--- src/rtl/store_buffer.sv ---
// Circular store buffer: queues core stores, drains them to data memory when the port is idle,
// and forwards the youngest matching buffered store to loads.
module store_buffer #(
  parameter int unsigned DEPTH = 4
) (
  input  logic                     clk_i,
  input  logic                     reset_i,
  input  logic                     st_valid_i,
  output logic                     st_ready_o,
  input  logic [31:0]              st_addr_i,
  input  logic [31:0]              st_data_i,
  input  logic                     ld_req_i,
  input  logic [31:0]              ld_addr_i,
  output logic                     ld_hit_o,
  output logic [31:0]              ld_data_o,
  input  logic                     mem_busy_i,
  output logic                     mem_write_o,
  output logic [31:0]              mem_addr_o,
  output logic [31:0]              mem_wdata_o,
  output logic [$clog2(DEPTH):0]   count_o,
  output logic                     empty_o,
  output logic                     full_o
);

  localparam int unsigned AW = $clog2(DEPTH);
  localparam int unsigned CW = AW + 1;

  logic [31:0]   addr_mem [DEPTH];
  logic [31:0]   data_mem [DEPTH];
  logic [AW-1:0] wr_ptr_q, rd_ptr_q;
  logic [CW-1:0] count_q, count_d;
  logic          push, pop;

  assign empty_o     = (count_q == '0);
  assign full_o      = (count_q == CW'(DEPTH));
  assign count_o     = count_q;
  assign st_ready_o  = !full_o;
  assign push        = st_valid_i && !full_o;
  assign pop         = !empty_o && !mem_busy_i;
  assign mem_write_o = pop;
  assign mem_addr_o  = empty_o ? 32'h0 : addr_mem[rd_ptr_q];
  assign mem_wdata_o = empty_o ? 32'h0 : data_mem[rd_ptr_q];

  always_comb begin
    count_d = count_q;
    unique case ({push, pop})
      2'b10:   count_d = count_q + CW'(1);
      2'b01:   count_d = count_q - CW'(1);
      default: count_d = count_q;
    endcase
  end

  always_ff @(posedge clk_i or negedge reset_i) begin
    if (!reset_i) begin
      wr_ptr_q <= '0;
      rd_ptr_q <= '0;
      count_q  <= '0;
    end else begin
      if (push) wr_ptr_q <= wr_ptr_q + AW'(1);
      if (pop)  rd_ptr_q <= rd_ptr_q + AW'(1);
      count_q <= count_d;
    end
  end

  // Entry storage is qualified by the pointers, so it needs no reset.
  always_ff @(posedge clk_i) begin
    if (push) begin
      addr_mem[wr_ptr_q] <= st_addr_i;
      data_mem[wr_ptr_q] <= st_data_i;
    end
  end

  // Walk from oldest to youngest so the last match wins; only occupied slots are eligible.
  always_comb begin
    ld_hit_o  = 1'b0;
    ld_data_o = 32'h0;
    for (int unsigned k = 0; k < DEPTH; k++) begin
      if (ld_req_i && (CW'(k) < count_q) && (addr_mem[rd_ptr_q + AW'(k)] == ld_addr_i)) begin
        ld_hit_o  = 1'b1;
        ld_data_o = data_mem[rd_ptr_q + AW'(k)];
      end
    end
  end

endmodule

--- config.mk ---
export PLATFORM = sky130hd
export DESIGN_NAME = store_buffer
export DESIGN_NICKNAME = d
export VERILOG_FILES = /design/src/rtl/store_buffer.sv
export SDC_FILE = /design/constraint.sdc
export NUM_CORES = 1
export LEC_CHECK = 0
export BUFFER_PORTS_ARGS = -buffer_cell sky130_fd_sc_hd__buf_4
export CORE_ASPECT_RATIO = 0.75
export CORE_UTILIZATION = 30
export CTS_BUF_LIST = sky130_fd_sc_hd__clkbuf_8
export DETAILED_ROUTE_END_ITERATION = 8
export PLACE_DENSITY_LB_ADDON = 0.2
export SYNTH_ARGS = -nofsm -noshare
export SYNTH_HDL_FRONTEND = slang
export SYNTH_SLANG_ARGS = --single-unit
--- constraint.sdc ---
create_clock -name clk_i -period 4.8 [get_ports clk_i]
set_clock_uncertainty 0.1 [all_clocks]
set_input_delay 0.96 -clock clk_i [delete_from_list [all_inputs] [get_ports clk_i]]
set_output_delay 0.96 -clock clk_i [all_outputs]
set_load 0.05 [all_outputs]
=== Word level (Yosys, flattened, before mapping) ===
Memories as Yosys holds them, arrays and structs flattened.
Cells that the tools add are included.

* Register bits: 7
* Bits in latches: 0
* RAM bits: 256
* Memory bits (read-only): 0
* Output and inout port bits: 104
* Word-level logic and storage cells: 50
* Memories: 2

* Add/subtract/negate cells: 6
* Multiply operators: 0
* Divide/modulo/power cells: 0
* $lt $le $gt $ge: 4
* Eq/ne operators: 7
* Shift-type cells: 0
* Muxes and demuxes: 13
* Bitwise operators: 0
* Reduce and logical (&&, ||, !) cells: 15

{| class="wikitable"
|+ Memory list
! name !! depth !! width !! read ports !! clocked after Yosys merged registers in !! write ports !! RTL line !! RTL
|-
| addr_mem || 4 || 32 || 4 || 0 || 1 || 28 || <nowiki>logic [31:0] addr_mem [DEPTH];</nowiki>
|-
| data_mem || 4 || 32 || 4 || 0 || 1 || 29 || <nowiki>logic [31:0] data_mem [DEPTH];</nowiki>
|}

{| class="wikitable"
|+ Operators by type and width
! kind !! count
|-
| two-way mux 32 bit || 6
|-
| == test 32 bit || 4
|-
| logical AND 1 bit || 10
|-
| less-than comparator 1 x 3 -> 1 bit (first input constant) || 2
|-
| less-than comparator 2 x 3 -> 1 bit (first input constant) || 2
|-
| two-way mux 1 bit || 6
|-
| one-hot mux 3 bit (2 select lines) || 1
|-
| adder 2 x 1 -> 2 bit (second input constant) || 2
|-
| adder 2 bit (second input constant) || 2
|-
| adder 3 x 1 -> 3 bit (second input constant) || 1
|-
| == test 3 bit (second input constant) || 1
|-
| logical NOT 1 bit || 3
|-
| logical NOT 3 bit || 1
|-
| subtractor 3 x 1 -> 3 bit (second input constant) || 1
|-
| == test 2 x 1 -> 1 bit (second input constant) || 1
|-
| == test 2 bit (second input constant) || 1
|-
| nonzero test 2 bit || 1
|}

=== Depth between registers and ports, before layout ===
Gate-level depths: netlist of run 1.

* Depth in word-level cells: 7
* Depth in mapped cells: 15
* Depth with buffers taken out: 9

=== Worst setup path after synthesis of run 1 ===
No wires, ideal clock.

* Path type: in2out
* Start: input port ld_addr_i[27]
* End: output port ld_data_o[3]
* Data arrival time: 3.741 ns
* Required time: 3.740 ns
* Setup slack: -0.001 ns
* Stages on the path: 9
* Buffers on the path: 2
* Path through: clkbuf_1 xor2_1 nor4_1 nand4_1 or4_1 o2111ai_4 buf_6 o221ai_1 a2bb2oi_1

* Cells in the longest elaborated chain, start to end: 6

{| class="wikitable"
|+ RTL lines
! element !! RTL line !! RTL
|-
| start, declared || 13 || <nowiki>input logic [31:0] ld_addr_i,</nowiki>
|-
| == test 32 bit || 78 || <nowiki>if (ld_req_i && (CW'(k) < count_q) && (addr_mem[rd_ptr_q + AW'(k)] == ld_addr_i)) begin</nowiki>
|-
| logical AND 1 bit || 78 ||
|-
| two-way mux 32 bit (3 in series) || 78 ||
|-
| two-way mux 32 bit (*) || 78 ||
|-
| end, declared || 15 || <nowiki>output logic [31:0] ld_data_o,</nowiki>
|}

Every way passes the cells marked *; elsewhere a longest branch is shown, timed or not.

=== Worst setup path in the final report of run 1 ===
* Start: register rd_ptr_q[1]
* End: output port ld_data_o[14]

* Cells in the longest elaborated chain, start to end: 7

{| class="wikitable"
|+ RTL lines
! element !! RTL line !! RTL
|-
| start, declared || 30 || <nowiki>logic [AW-1:0] wr_ptr_q, rd_ptr_q;</nowiki>
|-
| start signal, assigned || 60 || <nowiki>if (pop) rd_ptr_q <= rd_ptr_q + AW'(1);</nowiki>
|-
| adder 2 x 1 -> 2 bit / memory read (4 x 32 bit) (equally long branches) || n/a ||
|-
| memory read (4 x 32 bit) / == test 32 bit (equally long branches) || n/a ||
|-
| == test 32 bit / logical AND 1 bit (equally long branches) || 78 ||
|-
| logical AND 1 bit / two-way mux 32 bit (equally long branches) || 78 ||
|-
| two-way mux 32 bit (2 in series) || 78 ||
|-
| two-way mux 32 bit (*) || 78 ||
|}

Marked as above.

==> results.toml, run 1 <==
[outcome]
status = "finished, violations left"
violations = "setup timing"

[synth]
synthArstFlopShare_pct = 2.66
netlist_instances = 1461
synth_ff_type = "edfxtp_1"
synth.cell_area_um2 = 17300
synth_top_area_share_pct = 44.3
synth_area_leaders = "edfxtp_1 (44%), mux2i_1 (12%), mux2_2 (5.7%)"
synth_nets = 1571
synth_top_area_cell = "edfxtp_1"
synth_common_cells = "edfxtp_1 (256), mux2i_1 (206), nor2_1 (104)"
synth_edf_count = 256
yosysWarnings = 0
synth.ff_latch_count = 263
ys_types = 68
yosysMostFrequentCell = "edfxtp_1"
syn_area_per_cell_um2 = 11.9
yosysSeqAreaShare_pct = 45.4

[sta]
finalCriticalPeriod_ns = 5.63
worst_slew_pin_slew_ns = 0.966
timing_hold_violations_final = 0
rsz0062_at_grt = "yes"
final.setup.tns_ns = -24.41
slew_viol_final = 0
setup_viol = 33
fin_ws_ns = -0.831
max_slew_margin_pct = 35.4
period_share_pct = 117
fmax_ghz = 0.178

[global_route]
grt_max_degree = 80
track_usage_pct = 21.4
antenna_found_initial = 5
grt.overflow.total = 0
grt_pass1_vias = 13900
grt_pass1_wl_mm = 92.8

[final_layout]
nNetsFinal = 1921
final_util_pct = 41.2
area_delta_synth_final_pct = 34.4
final_cell_area_um2 = 23300
layout-drive-gt1-share_pct = 41.4
fillers = 5456

[route]
routed_wirelength_mm = 64.8
vias = 14100
viasPerCell = 5.37
detail-route-antenna-nets = 0
first_pass_iters = 6
drc_errors = 0
initialDrtViolationCount = 1103
wl_per_cell_um = 24.7

[pwr]
vdd_drop_max_mv = 0.431
power_density_nw_per_um2 = 680
leakage_nw = 8.74

[place]
gp_congestion = 0.961
pre_cts_ws_ns = -0.241
dpl-instance-area_um2 = 20700
numPortBuffers = 204
dp_hpwl_mm = 44.4

[job]
maxCapViolations = 0

[cts]
htree_levels = 2
clockRootBuffer = "clkbuf_8"
ctsLongestPathBuffers = 3
tritoncts = "done"
path_clk_slew_ns = 0.08
clkLatencyLatePin_ns = 0.64
cts_sinks = 263
cts_buffers = 48

[critical_path]
critical_path_required_ns = 3.74
worstPathMaxFanout = 8
end_kind = "output port"
cp.arrival_ns = 4.57
critPathKind = "reg2out"
crit_path_start_kind = "flop"

[floorplanning]
start_util_pct = 30.7
rows = 75
die_x_um = 280
die_area_um2 = 58800
core_um2 = 56500
pin_count = 205
die_h_um = 210

[hold_path]
hp-class = "in2reg"
[flip-flops by register name, summed over array words and instances, names as in the netlist]
name      flops
count_o       3
addr_mem    128
rd_ptr_q      2
wr_ptr_q      2
data_mem    128
[critical path, stage by stage, from the launching register on]
cell and delay, ns:
dfrtp_4 0.53, buf_6 0.16, buf_6 0.11, mux4_2 0.44, xnor2_2 0.17, nand4_1 0.39, a2111oi_4 0.45, nand4_1 0.19
buf_4 0.21, o2111ai_4 0.30, buf_12 0.21, buf_8 0.16, buf_4 0.12, o221ai_2 0.11, a2bb2oi_2 0.18, buf_6 0.18
[through the flow]
stage          std cells  hold WS (ns)  power [mW]
6_report            2618         0.405        15.9
5_1_grt             2618         0.372        16.6
4_1_cts             2605         0.347        15.6
3_5_place_dp        2489         0.513        12.8
3_3_place_gp        2489         0.499        12.7
2_1_floorplan       1461         0.480        9.60
[kinds of logic after synthesis]
logic type      after synthesis  synth area share [%]
xor+xnor                    119                  6.01
compound gates              267                  11.3
simple gates                300                  8.50
mux                         336                  23.0
fa+ha+maj                     9                 0.650
flops                       263                  45.4
buf+inv                     167                  5.20
[layout by cell type, fill, tap and decap left out, drive strengths merged, types with 7 or more instances in the layout]
| cell | synthesis | layout |
|---|---|---|
| a211oi | 8 | 8 |
| a21oi | 40 | 40 |
| a2bb2oi | 25 | 25 |
| a31oi | 7 | 7 |
| a32oi | 9 | 9 |
| and2 | 12 | 13 |
| buf | 75 | 426 |
| clkbuf | 61 | 56 |
| clkinv | 0 | 17 |
| dfrtp | 7 | 7 |
| edfxtp | 256 | 256 |
| ha | 9 | 9 |
| inv | 31 | 44 |
| mux2 | 88 | 88 |
| mux2i | 208 | 208 |
| mux4 | 40 | 40 |
| nand2 | 68 | 68 |
| nand3 | 9 | 9 |
| nand4 | 35 | 35 |
| nor2 | 105 | 105 |
| nor2b | 19 | 19 |
| nor3 | 8 | 8 |
| nor4 | 13 | 13 |
| o2111ai | 8 | 8 |
| o211ai | 10 | 10 |
| o21ai | 52 | 52 |
| o221ai | 65 | 65 |
| o22ai | 10 | 10 |
| o2bb2ai | 7 | 7 |
| or3 | 12 | 12 |
| xnor2 | 89 | 89 |
| xor2 | 30 | 30 |
[routing by layer]
| metal | up-vias | GRT usage (%) | part of all wire (%) |
|---|---|---|---|
| li1 | 6373 | - | - |
| met1 | 7142 | 31.5 | 48 |
| met2 | 453 | 32.1 | 44 |
| met3 | 92 | 4.39 | 6.4 |
| met4 | 6 | 5.07 | 1.8 |
| met5 | - | 0 | 0.062 |
[timing repair]
action / 4_1_cts / 5_1_grt
hold buffers: 1 / 0
hold endpoints to repair: 7 / 0
resized for setup: 93 / 95
pin swaps: 20 / 40
cloned: 8 / 5
setup endpoints to repair: 36 / 42
buffers inserted: 23 / 7
[power by group]
| part | internal, mW | switching, mW |
|---|---|---|
| registers | 3.05 | 0.279 |
| clock network | 1.15 | 1.04 |
| logic | 4.06 | 6.28 |
[worst paths after layout]
| kind | to | startpoint | slack (ns) | cells after the start |
|---|---|---|---|---|
| worst max register to register | addr_mem[0][11] | count_o[0] | 2.02 | 5 |
| worst min register to register | count_o[1] | count_o[1] | 0.54 | 2 |
| max in group asynchronous | wr_ptr_q[1] | reset_i | 3.87 | 2 |
| worst max-delay path | ld_data_o[14] | rd_ptr_q[1] | -0.83 | 15 |
| worst min-delay path | addr_mem[3][9] | st_addr_i[9] | 0.41 | 1 |
| min in group asynchronous | rd_ptr_q[1] | reset_i | 0.57 | 2 |
[cell type report]
cell class	count	area, um^2	share of cell area (%)
Multi-Input combinational cell	1032	9430	40.5
Sequential cell	263	7870	33.8
Timing Repair Buffer	435	3970	17.0
Tap cell	770	963	4.14
Clock buffer	51	702	3.01
Clock inverter	35	243	1.04
Inverter	31	118	0.505
Antenna cell	1	2.50	0.0107
No activity file was read; power rests on OpenSTA's default activity.
==> inputs of run 2 (changes only) <==
--- a/config.mk
+++ b/config.mk
@@ -6,7 +6,10 @@
 export NUM_CORES = 1
 export LEC_CHECK = 0
 export BUFFER_PORTS_ARGS = -buffer_cell sky130_fd_sc_hd__buf_4
+export CELL_PAD_IN_SITES_DETAIL_PLACEMENT = 0
+export CELL_PAD_IN_SITES_GLOBAL_PLACEMENT = 2
 export CORE_ASPECT_RATIO = 0.75
+export CORE_MARGIN = 10
 export CORE_UTILIZATION = 30
 export CTS_BUF_LIST = sky130_fd_sc_hd__clkbuf_8
 export DETAILED_ROUTE_END_ITERATION = 8
==> run 2 against run 1 <==
The run still ends with setup timing left; first-iteration DRC count decreased by 13%; non-clock buffer count increased by 4; power decreased by 1.1%; core utilization decreased by 1.4 points; sequential power decreased by 1%; via count decreased by 2.2%; worst hold slack improved by 0.0053 ns; worst setup slack improved by 0.13 ns; clock-buffer cell count decreased by 2; global-route usage decreased by 3.1 points; die area increased by 16%; critical endpoint is now ld_data_o[24]; highest routed layer unchanged.
==> results.toml, run 2 (synthesis results as in run 1) <==
[critical_path]
critical_path_required_ns = 3.74
end_kind = "output port"
reg2reg_depth = 6
critPathKind = "reg2out"
rr_endpoint = "data_mem[1][31]"
worstPathMaxFanout = 6
r2r-start = "count_o[0]"
r2r_slack_ns = 1.84
crit_path_start_kind = "flop"
cp.arrival_ns = 4.44

[final_layout]
final_cell_mix = "buf_4 (379), edfxtp_1 (256), mux2i_1 (192)"
layout.cells.most_common = "buf_4"
layout-drive-gt1-share_pct = 39.4
area_delta_synth_final_pct = 31.9
nNetsFinal = 1923
final_util_pct = 39.9
fillers = 5566

[global_route]
grt_pass1_vias = 13700
track_usage_pct = 18.3
grt_pass1_wl_mm = 94.0
grt_max_degree = 97
grt.overflow.total = 0
antenna_found_initial = 8

[sta]
fin_hold_ws_ns = 0.411
max_slew_margin_pct = 27.5
timing_hold_violations_final = 0
slew_viol_final = 0
period_share_pct = 115
rsz0062_at_grt = "yes"
fin_ws_ns = -0.701
fmax_ghz = 0.182
setup_viol = 33
worst_slew_pin_slew_ns = 1.09
finalCriticalPeriod_ns = 5.50

[pwr]
p_seq_share_pct = 21.0
power_switching_mw = 7.51
leakage_nw = 8.60
total_power_mw = 15.7
p_int_mw = 8.16
p_clk_share_pct = 13.8
combPwrFrac_pct = 65.2
vdd_drop_max_mv = 0.397
power_density_nw_per_um2 = 685
netSwitchingFraction_pct = 47.9

[place]
dp_hpwl_mm = 47.0
numPortBuffers = 204
gp_congestion = 0.872

[floorplanning]
rows = 76
start_util_pct = 30.2
die_h_um = 228
pin_count = 205
die_area_um2 = 67900
core_um2 = 57300
die_x_um = 298

[cts]
clockRootBuffer = "clkbuf_8"
ctsLongestPathBuffers = 3
cts_sinks = 263
cts_buffers = 47
tritoncts = "done"
path_clk_slew_ns = 0.09
clkLatencyLatePin_ns = 0.63
htree_levels = 2

[route]
initialDrtViolationCount = 960
vias = 13800
drc_errors = 0
first_pass_iters = 5
wl_per_cell_um = 24.9
routed_wirelength_mm = 65.4
viasPerCell = 5.23
detail-route-antenna-nets = 0

[hold_path]
min_path_cells = 1
min-delay-start = "st_addr_i[19]"
hp-class = "in2reg"
holdPathEnd = "addr_mem[0][19]"

[job]
maxCapViolations = 0

[outcome]
violations = "setup timing"
status = "finished, violations left"
## run 2: changes by cell type in the layout (fill, tap and decap cells not counted), moves of 4 or more
cell      before  now
buf_16         6    1
o221ai_1      17   42
buf_6         34   30
buf_4        361  379
o221ai_2      43   21
## run 2: stage by stage
stage	worst slack, ns	TNS [ns]	instance area, um^2	std cells
after floorplan	-0.000823	-0.0125	17300	1461
after CTS	-0.705	-20.13	22500	2620
after global placement	-0.315	-8.32	20900	2519
after global routing	-0.825	-24.48	22900	2627
after detailed placement	-0.338	-8.05	20900	2519
final	-0.701	-19.75	22900	2629
## run 2: critical path, stage by stage, from the launching register on
cell,delay [ns]
dfrtp_4,0.50
buf_12,0.15
mux4_2,0.45
xor2_2,0.17
nor4_2,0.30
buf_4,0.21
nand4_1,0.10
or4_4,0.60
buf_4,0.16
or2_4,0.25
buf_4,0.15
nand2_4,0.08
buf_12,0.14
buf_12,0.12
a2bb2oi_1,0.18
buf_4,0.23
## run 2: cell type report
class / count / area, um^2 / area share (%)
antenna: 3 / 7.51 / 0.0328
clock buffer: 49 / 674 / 2.95
clock inverter: 33 / 241 / 1.06
inverter: 31 / 118 / 0.514
multi-input combinational: 1031 / 9200 / 40.2
sequential: 263 / 7870 / 34.4
tap: 780 / 976 / 4.27
timing repair buffer: 439 / 3780 / 16.5
## run 2: worst max-delay path by stage
| stage | from | endpoint | slack (ns) | cells after the start |
|---|---|---|---|---|
| finish | rd_ptr_q[1] | ld_data_o[24] | -0.70 | 15 |
| floorplan | ld_addr_i[27] | ld_data_o[3] | -0.0008 | 9 |
| CTS | rd_ptr_q[1] | ld_data_o[27] | -0.71 | 13 |
| detailed placement | rd_ptr_q[1] | ld_data_o[4] | -0.34 | 14 |
| global placement | rd_ptr_q[1] | ld_data_o[4] | -0.31 | 13 |
| global route | rd_ptr_q[1] | ld_data_o[24] | -0.83 | 15 |
## run 2: layer usage
layer,share of wire [%],up-vias,GRT usage (%)
li1,-,6373,-
met1,48,6928,26.0
met2,44,378,27.6
met3,6.6,72,4.58
met4,1.6,10,4.22
met5,0.11,-,0
## run 2: power by group through the flow
stage | clock network (mW) | registers, mW | logic [mW]
final | 2.17 | 3.29 | 10.2
after global routing | 2.33 | 3.34 | 10.8
after CTS | 2.24 | 3.29 | 10.1
after detailed placement | 0 | 3.40 | 9.57
after global placement | 0 | 3.38 | 9.58
after floorplan | 0 | 3.32 | 6.29
## run 2: what timing repair did
action,in CTS,in global routing
resized for setup,81,54
hold buffers,1,0
endpoints found under the hold margin,7,0
endpoints found under the setup margin,43,34
setup buffers,17,6
pin swaps,10,12
gates cloned,2,2
==> inputs of run 3 (changes only) <==
--- a/config.mk
+++ b/config.mk
@@ -10,10 +10,10 @@
 export CELL_PAD_IN_SITES_GLOBAL_PLACEMENT = 2
 export CORE_ASPECT_RATIO = 0.75
 export CORE_MARGIN = 10
-export CORE_UTILIZATION = 30
+export CORE_UTILIZATION = 41
 export CTS_BUF_LIST = sky130_fd_sc_hd__clkbuf_8
 export DETAILED_ROUTE_END_ITERATION = 8
-export PLACE_DENSITY_LB_ADDON = 0.2
+export PLACE_DENSITY = 0.91
 export SYNTH_ARGS = -nofsm -noshare
 export SYNTH_HDL_FRONTEND = slang
 export SYNTH_SLANG_ARGS = --single-unit
==> run 3 against run 2 <==
The run still ends with setup timing left; via count is 1.8% higher; worst hold slack got worse by 0.35 ns; worst setup slack better by 0.041 ns; core utilization grew 14 points; combinational power about the same.
==> results.toml, run 3 (synthesis results as in run 1) <==
[outcome]
status = "finished, violations left"
violations = "setup timing"

[pwr]
vdd_drop_max_mv = 0.588
leakage_nw = 8.47
total_power_mw = 15.1
power_density_nw_per_um2 = 670

[global_route]
grt_pass1_wl_mm = 88.6
gr-usage-met3_pct = 7.17
busiest_layer = "met2"
grt.overflow.total = 0
track_usage_pct = 22.7
grt_pass1_vias = 14100
antenna_found_initial = 5
grt_max_degree = 101
met1_usage_pct = 29.8
gr-usage-met2_pct = 35.7

[route]
detail-route-antenna-nets = 0
wl_per_cell_um = 25.3
viasPerCell = 5.87
initialDrtViolationCount = 1374
drc_errors = 0
first_pass_iters = 5
routed_wirelength_mm = 60.4
vias = 14000

[final_layout]
nNetsFinal = 1894
layout-drive-gt1-share_pct = 39.5
fillers = 3607
area_delta_synth_final_pct = 29.7
final_cell_mix = "buf_4 (343), edfxtp_1 (256), mux2i_1 (192)"
layout.cells.most_common = "buf_4"

[cts]
path_clk_slew_ns = 0.07
clockRootBuffer = "clkbuf_8"
htree_levels = 2
tritoncts = "done"
clkLatencyLatePin_ns = 0.60
ctsLongestPathBuffers = 3
cts_sinks = 263
cts_buffers = 45

[floorplanning]
die_h_um = 198
pin_count = 205
die_x_um = 257
rows = 65
start_util_pct = 41.4
die_area_um2 = 51000
core_um2 = 41900

[critical_path]
cp.arrival_ns = 4.40
cp_common_cell = "buf_4"
crit_slowest_cell = "or4_4"
r2r_slack_ns = 2.09
cpPeakStageDelay_ns = 0.53
critical_path_required_ns = 3.74
critPathKind = "reg2out"
path_cells = "buf_6 -> mux4_2 -> xor2_1 -> nor4_2 -> buf_4 -> nand4_1 -> or4_4 -> or2_2 -> buf_4 -> buf_12 -> buf_4 -> o221ai_1 -> a2bb2oi_2 -> buf_6"
worstPathMaxFanout = 29
cp_top_family = "simple AND/OR/NAND/NOR gates"
end_kind = "output port"
crit_path_start_kind = "flop"
path_buf_inv = 6

[sta]
fmax_ghz = 0.183
finalCriticalPeriod_ns = 5.46
rsz0062_at_grt = "yes"
fin_hold_ws_ns = 0.0595
max_slew_margin_pct = 31.7
final.setup.tns_ns = -18.17
setup_viol = 33
fin_ws_ns = -0.660
worst_slew_pin_slew_ns = 1.02
timing_hold_violations_final = 0
period_share_pct = 114
slew_viol_final = 0

[place]
pre_cts_ws_ns = -0.330
gp_congestion = 0.982
dp_hpwl_mm = 42.2
numPortBuffers = 204

[hold_path]
hp-class = "in2async"

[job]
maxCapViolations = 0
-- run 3: cell count changes in the layout (fill, tap and decap cells not counted), sizes merged --
cell,before,now
buf,435,411
bufinv,4,0
clkbuf,51,47
clkinv,17,22
clkinvlp,1,2
dlygate4sd3,1,0
inv,42,40
-- run 3: routing by layer --
metal  wire length [um]  vias to the layer above
met3               5730                       83
met4               1170                        4
met2              27700                      587
li1                   -                     6314
met5                 23                        -
met1              25800                     7024
-- run 3: what timing repair did --
item / 4_1_cts / 5_1_grt
hold buffers: 0 / 0
setup endpoints to repair: 33 / 33
gates cloned: 7 / 0
resized for setup: 99 / 74
pin swaps: 32 / 22
buffers inserted: 9 / 4
-- run 3: area by class of cell --
type	count	area (um^2)	share of cell area [%]
Clock inverter	33	143	0.634
Sequential cell	263	7870	35.0
Clock buffer	47	647	2.88
Tap cell	569	712	3.17
Antenna cell	3	7.51	0.0334
Inverter	31	121	0.540
Multi-Input combinational cell	1031	9370	41.7
Timing Repair Buffer	412	3620	16.1
-- run 3: stage by stage --
step | cells | util, % | area [um^2]
after floorplan | 1461 | - | 17300
after global placement | 2287 | 48.8 | 20400
after detailed placement | 2287 | 48.8 | 20400
after CTS | 2383 | 52.5 | 22000
after global routing | 2387 | 53.7 | 22500
final | 2389 | 53.7 | 22500
-- run 3: path summary, 6_finish.rpt --
| path | startpoint | endpoint | cells past startpoint |
|---|---|---|---|
| worst max-delay path | rd_ptr_q[1] | ld_data_o[26] | 14 |
| worst min-delay path | reset_i | count_o[0] | 1 |
| worst max register to register | count_o[0] | data_mem[3][1] | 5 |
| worst min register to register | wr_ptr_q[0] | wr_ptr_q[0] | 2 |
| max in group asynchronous | reset_i | rd_ptr_q[0] | 1 |
| min in group clk_i | st_addr_i[31] | addr_mem[3][31] | 1 |
-- run 3: power breakdown --
group / internal [mW] / total (mW) / switching, mW
clock network: 0.905 / 1.85 / 0.942
logic: 3.77 / 9.91 / 6.15
registers: 3.05 / 3.31 / 0.256
